$ cat config.mk
export PLATFORM = sky130hd
export DESIGN_NAME = cbus_rr_arbiter_flat
export DESIGN_NICKNAME = d
export VERILOG_FILES = /design/src/rtl/cbus_rr_arbiter_if.sv /design/src/rtl/cbus_rr_arbiter.sv /design/src/flat_wrapper.sv
export SDC_FILE = /design/constraint.sdc
export NUM_CORES = 1
export LEC_CHECK = 0
export CELL_PAD_IN_SITES_DETAIL_PLACEMENT = 0
export CELL_PAD_IN_SITES_GLOBAL_PLACEMENT = 2
export CORE_AREA = 2 2 256 258
export DETAILED_ROUTE_END_ITERATION = 6
export DIE_AREA = 0 0 258 260
export GPL_TIMING_DRIVEN = 0
export PLACE_DENSITY = 0.64
export SYNTH_ARGS = -nofsm -noshare
export SYNTH_HDL_FRONTEND = slang
export SYNTH_SLANG_ARGS = --single-unit
$ cat constraint.sdc
create_clock -name clk -period 2.4 [get_ports clk]
set_input_delay 0.48 -clock clk [delete_from_list [all_inputs] [get_ports clk]]
set_output_delay 0.48 -clock clk [all_outputs]
set_load 0.05 [all_outputs]
$ cat src/rtl/cbus_rr_arbiter_if.sv
// Bundles the upstream request/response vectors, downstream cbus and status of the cbus arbiter.
// Request (151b): {valid, is_write, size[2:0], addr[63:0], strobe[7:0], data[63:0], len[7:0], burst[1:0]}
// Response (66b): {ready, last, data[63:0]}
interface cbus_rr_arbiter_if #(
  parameter int NUM_PORTS = 2
);
  localparam int REQ_W  = 151;
  localparam int RESP_W = 66;

  logic [NUM_PORTS*REQ_W-1:0]  ireqs;
  logic [NUM_PORTS*RESP_W-1:0] iresps;
  logic [REQ_W-1:0]            oreq;
  logic [RESP_W-1:0]           oresp;
  logic [NUM_PORTS-1:0]        grant;
  logic                        len_err;

  modport slave (
    input  ireqs,
    input  oresp,
    output iresps,
    output oreq,
    output grant,
    output len_err
  );

  modport master (
    output ireqs,
    output oresp,
    input  iresps,
    input  oreq,
    input  grant,
    input  len_err
  );
endinterface

$ cat src/rtl/cbus_rr_arbiter.sv
// N-to-1 burst arbiter merging cbus masters onto one downstream cbus; one whole burst per grant.
// state | meaning
// IDLE  | no owner, outputs quiet, arbitrating among valid requests
// BUSY  | sel owns the downstream bus until ready&&last or its valid drops
module cbus_rr_arbiter #(
  parameter int NUM_PORTS  = 2,
  parameter bit FIXED_PRIO = 1'b0
) (
  input logic               clk,
  input logic               resetn,
  cbus_rr_arbiter_if.slave  bus
);
  localparam int IDX_W   = $clog2(NUM_PORTS);
  localparam int REQ_W   = 151;
  localparam int RESP_W  = 66;
  localparam int VALID_B = 150;
  localparam int LEN_LSB = 2;
  localparam int RDY_B   = 65;
  localparam int LAST_B  = 64;

  typedef enum logic {IDLE = 1'b0, BUSY = 1'b1} state_t;

  state_t             state_q, state_d;
  logic [IDX_W-1:0]   sel_q, sel_d;
  logic [IDX_W-1:0]   rr_ptr_q, rr_ptr_d;
  logic [7:0]         beat_cnt_q, beat_cnt_d;
  logic               len_err_q, len_err_d;

  logic [NUM_PORTS-1:0] req_valid;
  logic [IDX_W-1:0]     win_idx;
  logic                 any_valid;
  logic [REQ_W-1:0]     cur_req;
  logic [IDX_W-1:0]     sel_inc;
  logic [8:0]           beats_done;
  logic [8:0]           len_plus1;

  always_comb begin
    req_valid = '0;
    for (int i = 0; i < NUM_PORTS; i++) begin
      req_valid[i] = bus.ireqs[i*REQ_W + VALID_B];
    end
  end

  // Round-robin scans upward from rr_ptr with wrap; fixed priority scans from port 0.
  always_comb begin
    int idx;
    win_idx   = '0;
    any_valid = 1'b0;
    for (int k = 0; k < NUM_PORTS; k++) begin
      idx = FIXED_PRIO ? k : int'(rr_ptr_q) + k;
      if (idx >= NUM_PORTS) idx = idx - NUM_PORTS;
      if (!any_valid && req_valid[idx]) begin
        any_valid = 1'b1;
        win_idx   = IDX_W'(idx);
      end
    end
  end

  always_comb begin
    cur_req    = bus.ireqs[int'(sel_q)*REQ_W +: REQ_W];
    sel_inc    = (sel_q == IDX_W'(NUM_PORTS - 1)) ? '0 : sel_q + 1'b1;
    beats_done = {1'b0, beat_cnt_q} + 9'd1;
    len_plus1  = {1'b0, cur_req[LEN_LSB +: 8]} + 9'd1;
  end

  always_ff @(posedge clk or negedge resetn) begin
    if (!resetn) begin
      state_q    <= IDLE;
      sel_q      <= '0;
      rr_ptr_q   <= '0;
      beat_cnt_q <= '0;
      len_err_q  <= 1'b0;
    end else begin
      state_q    <= state_d;
      sel_q      <= sel_d;
      rr_ptr_q   <= rr_ptr_d;
      beat_cnt_q <= beat_cnt_d;
      len_err_q  <= len_err_d;
    end
  end

  always_comb begin
    state_d    = state_q;
    sel_d      = sel_q;
    rr_ptr_d   = rr_ptr_q;
    beat_cnt_d = beat_cnt_q;
    len_err_d  = len_err_q;
    case (state_q)
      IDLE: begin
        if (any_valid) begin
          state_d    = BUSY;
          sel_d      = win_idx;
          beat_cnt_d = '0;
        end
      end
      BUSY: begin
        // A master dropping valid mid-burst aborts it without advancing fairness.
        if (!cur_req[VALID_B]) begin
          state_d   = IDLE;
          len_err_d = 1'b1;
        end else if (bus.oresp[RDY_B]) begin
          beat_cnt_d = (beat_cnt_q == 8'hFF) ? 8'hFF : beat_cnt_q + 8'd1;
          if (bus.oresp[LAST_B]) begin
            state_d  = IDLE;
            rr_ptr_d = sel_inc;
            if (beats_done != len_plus1) len_err_d = 1'b1;
          end
        end
      end
    endcase
  end

  always_comb begin
    bus.oreq    = '0;
    bus.iresps  = '0;
    bus.grant   = '0;
    bus.len_err = len_err_q;
    if (state_q == BUSY) begin
      bus.oreq                                  = cur_req;
      bus.iresps[int'(sel_q)*RESP_W +: RESP_W]  = bus.oresp;
      bus.grant[sel_q]                          = 1'b1;
    end
  end
endmodule

$ cat src/flat_wrapper.sv
// flat-port wrapper written by rule: the top's interface ports become plain ports
module cbus_rr_arbiter_flat 
#(
  parameter int NUM_PORTS  = 2,
  parameter bit FIXED_PRIO = 1'b0
)
  (clk, resetn, bus_ireqs, bus_oresp, bus_iresps, bus_oreq, bus_grant, bus_len_err);
  cbus_rr_arbiter_if #(.NUM_PORTS(NUM_PORTS)) bus_i ();
  input logic clk;
  input logic resetn;
  input wire logic [$bits(bus_i.ireqs)-1:0] bus_ireqs;
  input wire logic [$bits(bus_i.oresp)-1:0] bus_oresp;
  output wire logic [$bits(bus_i.iresps)-1:0] bus_iresps;
  output wire logic [$bits(bus_i.oreq)-1:0] bus_oreq;
  output wire logic [$bits(bus_i.grant)-1:0] bus_grant;
  output wire logic [$bits(bus_i.len_err)-1:0] bus_len_err;
  assign bus_i.ireqs = bus_ireqs;
  assign bus_i.oresp = bus_oresp;
  assign bus_iresps = bus_i.iresps;
  assign bus_oreq = bus_i.oreq;
  assign bus_grant = bus_i.grant;
  assign bus_len_err = bus_i.len_err;
  cbus_rr_arbiter #(.NUM_PORTS(NUM_PORTS), .FIXED_PRIO(FIXED_PRIO)) u_core (.clk(clk), .resetn(resetn), .bus(bus_i));
endmodule
==> impl_metrics.toml, run 1 <==
[critical_path]
cp-endpoint = "bus_iresps[44]"
reg2reg_depth = 8
crit_required_ns = 1.92
crit_arrival_ns = 1.97
cp_cell_sequence = "buf_12 -> buf_12 -> buf_12 -> nor2_4 -> buf_12 -> clkbuf_16 -> buf_12 -> and2_4 -> buf_8"
crit_slowest_cell = "dfrtp_2"
crit_type = "reg2out"
crit_fanout = 6
slowest_delay_ns = 0.43
cp-end-kind = "primary output"
startpoint_type = "register"
r2r_end = "u_core.bus.len_err"
crit_top_cell = "buf_12"
reg2reg_from = "u_core.beat_cnt_q[0]"
reg2reg_setup_slack_ns = 0.03
crit_start = "u_core.sel_q"

[clock_network]
clock_sinks = 12
tritoncts = "built"
cts.clk_slew.worst_paths_ns = 0.05
clk_latency_ns = 0.24
postCtsHoldBufs = 0
clock-root-buffer = "clkbuf_16"
clock_path_buffers = 2
cts_buffers = 3
cts_max_level = 1

[place]
placed_area_um2 = 12100
port_buffers = 655
gp_congestion = 0.885
dp.cells = 2131
dp_hpwl_um = 42600

[synth]
synth_edf_count = 0
ys_seq_elements = 12
postSynthAreaPerCell_um2 = 6.77
synth-seq-area-share_pct = 7.14
synthCells = 621
synth_top_area_share_pct = 35.7
async_flop_share_pct = 100
yosysWarnings = 0
synth_cell_types = 37
syn_nets = 993
netlist_area_um2 = 4200
synth.most_common_cell = "nor2_1"
synth_area_leaders = "mux2i_1 36%, nor2_1 15%, and2_1 10%"
synth_flop_cell = "dfrtp_1"
synth_largest_area_cell = "mux2i_1"
synthTopCellsByCount = "163 x nor2_1, 150 x mux2i_1, 70 x and2_1, 69 x and3_1, 40 x clkbuf_1"

[layout]
drive_gt1_share_pct = 49.2
fin_nets = 1683
area_growth_pct = 242
final_cell_count_no_fill = 2166
fin_util_pct = 22.4
fin_area_um2 = 14400

[timing]
finalHoldWorstSlack_ns = 0.524
worstMarginPinSlew_ns = 0.656
setup_viol = 32
fmax_ghz = 0.409
timing.final.ws_setup_ns = -0.0477
report.final.hold_viol_count = 0
rsz0062_at_grt = "true"
slew_headroom_pct = 56.3
skew_ns = 0.00706
finalCriticalPeriod_ns = 2.45
fin_crit_sh_pct = 102
slew_violations = 0

[floorplanning]
core_um2 = 64100
pin_count = 656
die_h_um = 260
die_w_um = 258
die_area_um2 = 67100
start_util_pct = 6.56
fp-row-count = 93

[job]
drv_cap = 0

[grt]
antenna_found_initial = 4
grt_overflow = 0
grt_max_degree = 13
grt_pass1_vias = 8222
grtUsageTotal_pct = 13.9
grt_pass1_wl_um = 66400

[drt]
drt_iter0_markers = 271
drcViolationCount = 0
wl_per_cell_um = 23.0
dr.pass1.iters = 4
dr_total_vias = 7479
antenna_left = 0
via_per_inst = 3.45
totalWireLength_um = 49900

[power_and_ir_drop]
vdd_drop_max_mv = 0.485
leakagePower_nw = 6.06
p_per_area_nw_per_um2 = 1260

[run_status]
status = "complete, but fails checks"
violations = "negative setup slack"

[hold_path]
holdCritPathClass = "reg2reg"
-- stage by stage --
stage | total power, mW | TNS, ns | setup slack, ns
finish | 18.1 | -0.426 | -0.0477
global route | 18.8 | -4.67 | -0.122
CTS | 17.8 | -16.92 | -0.234
detailed placement | 14.5 | -330.28 | -1.79
global placement | 14.5 | -335.07 | -1.81
floorplan | 8.90 | 0 | 0.0254
-- worst max-delay path, delay by kind of cell (launching register included) --
family	cells	cell delay, ns
AND/OR/NAND/NOR	2	0.28
flip-flops	1	0.43
buffers and inverters	7	0.99
-- cells by family after synthesis --
group / after synthesis / synth area share, %
simple gates: 337 / 39.8
mux: 153 / 36.6
buf+inv: 66 / 6.76
compound gates: 33 / 4.53
xor+xnor: 18 / 4.58
flops: 12 / 7.15
fa+ha+maj: 2 / 0.595
-- flip-flops by register name (all words and copies together), names as in the netlist --
name	count
u_core.sel_q	1
u_core.rr_ptr_q	1
u_core.bus.len_err	1
u_core.state_q	1
u_core.beat_cnt_q	8
-- layout by cell type (no fill, tap or decap), types with 12 or more instances in the layout --
cell,n
buf_12,27
mux2i_1,49
clkdlybuf4s50_1,369
clkbuf_16,12
and2_1,35
nand3_1,12
mux2i_2,21
buf_2,56
nor2_1,39
buf_6,94
buf_8,48
buf_4,65
o21ai_0,13
and3_1,69
clkbuf_4,49
xnor2_1,12
mux2i_4,81
nor2_2,110
and2_4,35
nor2_4,14
-- power breakdown --
group	internal [mW]	leakage [nW]	switching, mW
sequential	0.239	0.150	0.0436
combinational	6.88	5.86	10.6
clock	0.252	0.0442	0.0879
total	7.37	6.06	10.7
-- how the worst min path moves through the flow --
stage	start	endpoint	slack, ns	cells past startpoint
after floorplan	resetn	u_core.beat_cnt_q[0]	0.18	0
after global placement	u_core.rr_ptr_q	u_core.rr_ptr_q	0.50	2
after detailed placement	u_core.rr_ptr_q	u_core.rr_ptr_q	0.51	2
after CTS	u_core.rr_ptr_q	u_core.rr_ptr_q	0.52	2
after global routing	u_core.rr_ptr_q	u_core.rr_ptr_q	0.58	2
final	u_core.rr_ptr_q	u_core.rr_ptr_q	0.52	2
-- layout make-up --
type | count | area (um^2)
Multi-Input combinational cell | 543 | 5220
Sequential cell | 12 | 302
Tap cell | 855 | 1070
Fill cell | 7025 | 49700
Clock buffer | 4 | 88.8
Antenna cell | 1 | 2.50
Timing Repair Buffer | 696 | 7130
Inverter | 6 | 22.5
Buffer | 49 | 546
-- per-layer routing --
| layer | track usage, % | wire (um) | vias up | share of wire (%) |
|---|---|---|---|---|
| li1 | - | - | 3507 | - |
| met1 | 15.8 | 19100 | 3496 | 38 |
| met2 | 25.4 | 25300 | 433 | 51 |
| met3 | 4.02 | 4360 | 39 | 8.7 |
| met4 | 3.50 | 1190 | 4 | 2.4 |
| met5 | 0 | 23 | - | 0.046 |
-- repair_timing --
item / 4_1_cts / 5_1_grt
pin swaps: 28 / 28
gates resized for setup: 1990 / 321
cloned: 10 / 5
setup buffers: 23 / 10
endpoints found under the setup margin: 286 / 280
Note: power is estimated with default switching activity, not from simulation.
==> run 2: changes to the inputs <==
--- a/config.mk
+++ b/config.mk
@@ -11,7 +11,7 @@
 export DETAILED_ROUTE_END_ITERATION = 6
 export DIE_AREA = 0 0 258 260
 export GPL_TIMING_DRIVEN = 0
-export PLACE_DENSITY = 0.64
+export PLACE_DENSITY = 0.61
 export SYNTH_ARGS = -nofsm -noshare
 export SYNTH_HDL_FRONTEND = slang
 export SYNTH_SLANG_ARGS = --single-unit
==> constraint.sdc (replaced) <==
create_clock -name clk -period 2.9 [get_ports clk]
set_input_delay 0.58 -clock clk [delete_from_list [all_inputs] [get_ports clk]]
set_output_delay 0.58 -clock clk [all_outputs]
set_load 0.05 [all_outputs]
==> impl_metrics.toml, run 2 (synthesized netlist as in run 1, its figures left out) <==
[clock_network]
clock-root-buffer = "clkbuf_16"
cts_max_level = 1
clock_path_buffers = 2
tritoncts = "built"
clk_latency_ns = 0.25
cts_buffers = 3
postCtsHoldBufs = 0
clock_sinks = 12
cts_setup_buffers = 0
cts.clk_slew.worst_paths_ns = 0.05

[layout]
regArea_um2 = 300
fin_nets = 1653
area_growth_pct = 177
top_register = "u_core.beat_cnt_q"
final_cell_mix = "375 x clkdlybuf4s50_1, 160 x nor2_1, 141 x mux2i_1"
multi_input_area_um2 = 3710
antenna_cells = 0
drive_gt1_share_pct = 26.3
layout_commonest_cell = "clkdlybuf4s50_1"
nFillCells = 7265
largest_reg_flops = 8

[timing]
worstMarginPinSlew_ns = 0.650
slew_headroom_pct = 56.6
fin_crit_sh_pct = 96.9
fmax_ghz = 0.356
finalCriticalPeriod_ns = 2.81
setup_viol = 0
timing.final.ws_setup_ns = 0.0900
slew_violations = 0
finalHoldWorstSlack_ns = 0.515
report.final.hold_viol_count = 0
rsz0062_at_grt = "true"
skew_ns = 0.00288

[drt]
dr.pass1.iters = 6
dr_total_vias = 7001
via_per_inst = 3.28
wl_per_cell_um = 17.0
antenna_left = 0
drt_iter0_markers = 191
totalWireLength_um = 36200
drcViolationCount = 0

[power_and_ir_drop]
leakagePower_nw = 5.39
clockPowerShare_pct = 2.7
combPwrFrac_pct = 95.2
vdd_drop_max_mv = 0.306
seq_power_share_pct = 2.1
p_per_area_nw_per_um2 = 930
swShare_pct = 67.1
p_sw_mw = 7.26
p_int_mw = 3.56

[grt]
busiest_layer = "met2"
use_met2_pct = 21.1
grt_use_met3_pct = 2.19
grtUsageTotal_pct = 10.1
grt_max_degree = 13
grt_pass1_wl_um = 50700
met1_usage_pct = 9.96
antenna_found_initial = 1
grt_overflow = 0
grt_pass1_vias = 7644

[floorplanning]
start_util_pct = 6.56
core_um2 = 64100
pin_count = 656
die_w_um = 258
die_area_um2 = 67100
fp-row-count = 93
die_h_um = 260

[run_status]
status = "finished, final reports clean"

[critical_path]
startpoint_type = "register"
crit_fanout = 10
crit_type = "reg2out"
cp-end-kind = "primary output"
crit_arrival_ns = 2.23
reg2reg_from = "u_core.sel_q"
reg2reg_depth = 9
r2r_end = "u_core.bus.len_err"
crit_required_ns = 2.32
reg2reg_setup_slack_ns = 0.24

[hold_path]
whs_endpoint = "u_core.beat_cnt_q[1]"
hold_depth = 2
holdCritPathClass = "reg2reg"
hold_path_startpoint = "u_core.beat_cnt_q[1]"

[job]
drv_cap = 0

[place]
dp_hpwl_um = 32500
gp_congestion = 0.928
port_buffers = 655
place_ws_ns = -1.36
## run 2: cell types whose count changed in the layout (fill, tap and decap cells not counted), moves of 50 or more
| cell | delta |
|---|---|
| mux2i_1 | +92 |
| nor2_1 | +121 |
| clkdlybuf4s15_2 | +113 |
| buf_6 | -81 |
| buf_2 | +50 |
| nor2_2 | -107 |
| mux2i_4 | -75 |
## run 2: layout make-up
cell class	instances	share of cell area, %
timing repair buffer	655	51.7
multi-input combinational	543	31.9
tap	855	9.20
buffer	60	3.67
sequential	12	2.58
clock buffer	4	0.764
inverter	6	0.194
## run 2: stage by stage
stage	std cells	TNS [ns]	cell area [um^2]	util, %	total power [mW]
2_1_floorplan	621	0	4200	-	7.06
3_3_place_gp	2131	-190.65	11800	18.4	11.1
3_5_place_dp	2131	-195.80	11800	18.4	11.1
4_1_cts	2135	-9.48	12000	18.7	11.1
5_1_grt	2135	-0.00506	11600	18.1	11.4
6_report	2135	0	11600	18.1	10.8
## run 2: per-layer routing
layer | wire length (um) | vias up
li1 | - | 3436
met3 | 2550 | 24
met5 | 7 | -
met4 | 643 | 2
met2 | 20300 | 399
met1 | 12700 | 3140
## run 2: worst max-delay path, cell delays in order (launching register included)
cell and delay [ns]:
dfrtp_1 0.33, buf_4 0.16, buf_4 0.21, buf_6 0.21, clkbuf_4 0.25, and3_1 0.27
dlygate4sd2_1 0.55
## run 2: power by group through the flow
stage | Clock (mW) | Sequential, mW | Combinational, mW
after CTS | 0.297 | 0.226 | 10.6
after global routing | 0.302 | 0.231 | 10.8
final | 0.291 | 0.226 | 10.3
after floorplan | 0 | 0.220 | 6.84
after global placement | 0 | 0.227 | 10.9
after detailed placement | 0 | 0.227 | 10.9
## run 2: how the worst max path moves through the flow
stage	from	endpoint	depth (start not counted)	slack (ns)
global placement	u_core.sel_q	bus_oreq[73]	8	-1.32
global route	u_core.sel_q	bus_iresps[105]	7	-0.003
detailed placement	u_core.sel_q	bus_oreq[74]	8	-1.36
finish	u_core.sel_q	bus_iresps[69]	6	0.09
CTS	u_core.sel_q	bus_oreq[94]	8	-0.18
floorplan	u_core.sel_q	bus_iresps[57]	6	0.20
## run 2: what timing repair did
action	4_1_cts	5_1_grt
setup endpoints to repair	284	224
gates resized for setup	1015	185
pin swaps	0	1
hold endpoints to repair	0	0
==> run 3: changes to the inputs <==
--- a/config.mk
+++ b/config.mk
@@ -5,13 +5,14 @@
 export SDC_FILE = /design/constraint.sdc
 export NUM_CORES = 1
 export LEC_CHECK = 0
-export CELL_PAD_IN_SITES_DETAIL_PLACEMENT = 0
+export CELL_PAD_IN_SITES_DETAIL_PLACEMENT = 1
 export CELL_PAD_IN_SITES_GLOBAL_PLACEMENT = 2
 export CORE_AREA = 2 2 256 258
+export CTS_CLUSTER_SIZE = 10
 export DETAILED_ROUTE_END_ITERATION = 6
 export DIE_AREA = 0 0 258 260
 export GPL_TIMING_DRIVEN = 0
-export PLACE_DENSITY = 0.61
+export PLACE_DENSITY = 0.72
 export SYNTH_ARGS = -nofsm -noshare
 export SYNTH_HDL_FRONTEND = slang
 export SYNTH_SLANG_ARGS = --single-unit
==> impl_metrics.toml, run 3 (synthesized netlist as in run 1, its figures left out) <==
[critical_path]
cp_num_buf_inv = 6
cp_cell_sequence = "buf_4 -> buf_6 -> buf_6 -> clkbuf_16 -> buf_6 -> mux2i_1 -> nor2_1 -> clkdlybuf4s15_2"
cp-end-kind = "primary output"
crit_top_cell = "buf_6"
crit_type = "reg2out"
slowest_delay_ns = 0.35
crit_slowest_cell = "dfrtp_1"
startpoint_type = "register"
crit_required_ns = 2.32
critPathTopFamily = "buffers and inverters"
crit_arrival_ns = 2.24
crit_fanout = 10

[grt]
use_met2_pct = 22.4
grtUsageTotal_pct = 10.9
grt_pass1_vias = 8012
grt_overflow = 0
grt_max_degree = 13
antenna_found_initial = 1
met1_usage_pct = 11.4
busiest_layer = "met2"
grt_pass1_wl_um = 54900
grt_use_met3_pct = 2.06

[place]
dp_hpwl_um = 35500
place_ws_ns = -1.44
gp_congestion = 1.04
port_buffers = 655
placed_area_um2 = 11800

[clock_network]
clock_sinks = 12
cts.clk_slew.worst_paths_ns = 0.04
cts_setup_buffers = 0
cts_max_level = 1
clk_latency_ns = 0.24
tritoncts = "built"
post_cts_resized = 1013
cts_buffers = 3
clock_path_buffers = 2
postCtsHoldBufs = 0
clock-root-buffer = "clkbuf_16"

[drt]
dr_total_vias = 7255
via_per_inst = 3.40
dr.pass1.iters = 4
antenna_left = 0
drt_iter0_markers = 154
drcViolationCount = 0
totalWireLength_um = 39800
wl_per_cell_um = 18.6

[floorplanning]
die_h_um = 260
pin_count = 656
die_w_um = 258
fp-row-count = 93
start_util_pct = 6.56
die_area_um2 = 67100
core_um2 = 64100

[timing]
finalHoldWorstSlack_ns = 0.535
slew_headroom_pct = 54.1
timing.final.ws_setup_ns = 0.0814
fin_crit_sh_pct = 97.2
finalCriticalPeriod_ns = 2.82
setup_viol = 0
skew_ns = 0.000796
worstMarginPinSlew_ns = 0.688
report.final.hold_viol_count = 0
rsz0062_at_grt = "true"
fmax_ghz = 0.355
slew_violations = 0

[power_and_ir_drop]
leakagePower_nw = 5.41
p_per_area_nw_per_um2 = 937
total_power_mw = 11.1
vdd_drop_max_mv = 0.339

[layout]
largest_reg_flops = 8
final_cell_mix = "375 x clkdlybuf4s50_1, 162 x nor2_1, 129 x mux2i_1"
fin_area_um2 = 11800
top_register = "u_core.beat_cnt_q"
fin_nets = 1653
area_growth_pct = 182
antenna_cells = 0
drive_gt1_share_pct = 25.5
layout_commonest_cell = "clkdlybuf4s50_1"

[job]
drv_cap = 0

[run_status]
status = "finished, final reports clean"

[hold_path]
holdCritPathClass = "reg2reg"
run 3: cell count changes in the layout (fill, tap and decap cells not counted), moves of 3 or more:
cell	delta
buf_4	-19
clkbuf_2	-16
clkbuf_4	+7
clkdlybuf4s15_1	+3
clkdlybuf4s18_2	+7
dlygate4sd2_1	+16
mux2i_1	-12
mux2i_2	+5
mux2i_4	+7
run 3: worst paths after layout:
| kind | slack (ns) | endpoint | cells past startpoint | startpoint |
|---|---|---|---|---|
| max | 0.08 | bus_oreq[119] | 8 | u_core.sel_q |
| min | 0.54 | u_core.beat_cnt_q[1] | 2 | u_core.beat_cnt_q[1] |
| max reg2reg | 0.23 | u_core.bus.len_err | 11 | u_core.sel_q |
| min reg2reg | 0.54 | u_core.beat_cnt_q[1] | 2 | u_core.beat_cnt_q[1] |
| max in group asynchronous | 1.77 | u_core.beat_cnt_q[3] | 1 | resetn |
| min in group asynchronous | 0.73 | u_core.beat_cnt_q[6] | 1 | resetn |
run 3: routing by layer:
layer,share of wire [%],vias up,wire (um)
li1,-,3433,-
met1,37,3384,14700
met2,55,422,21800
met3,6.6,16,2640
met4,1.5,0,617
met5,0,-,0
run 3: report_power, final:
part	switching (mW)	internal (mW)
combinational	7.32	3.26
sequential	0.0322	0.196
clock	0.0742	0.208
run 3: stage by stage:
step | TNS [ns] | utilization (%) | cells
after floorplan | 0 | - | 621
after global placement | -199.14 | 18.4 | 2131
after detailed placement | -202.54 | 18.4 | 2131
after CTS | -7.22 | 18.9 | 2135
after global routing | -0.00178 | 18.5 | 2135
final | 0 | 18.5 | 2135
run 3: worst reg2reg max path, stage by stage, from the launching register on:
cell and delay, ns:
dfrtp_1 0.35, buf_4 0.18, buf_6 0.18, buf_6 0.17
mux2_2 0.37, ha_1 0.28, xnor2_1 0.19, xnor2_1 0.16
xnor2_1 0.14, o211ai_1 0.11, nor4_1 0.30, o22ai_1 0.12
run 3: area by class of cell:
| cell class | count | area, um^2 |
|---|---|---|
| fillers | 7638 | 52300 |
| flip-flops and latches | 12 | 300 |
| plain buffers | 60 | 428 |
| multi-input cells | 543 | 3810 |
| inverters | 6 | 22.5 |
| repair buffers | 655 | 6110 |
| well taps | 855 | 1070 |
| clock buffers | 4 | 88.8 |
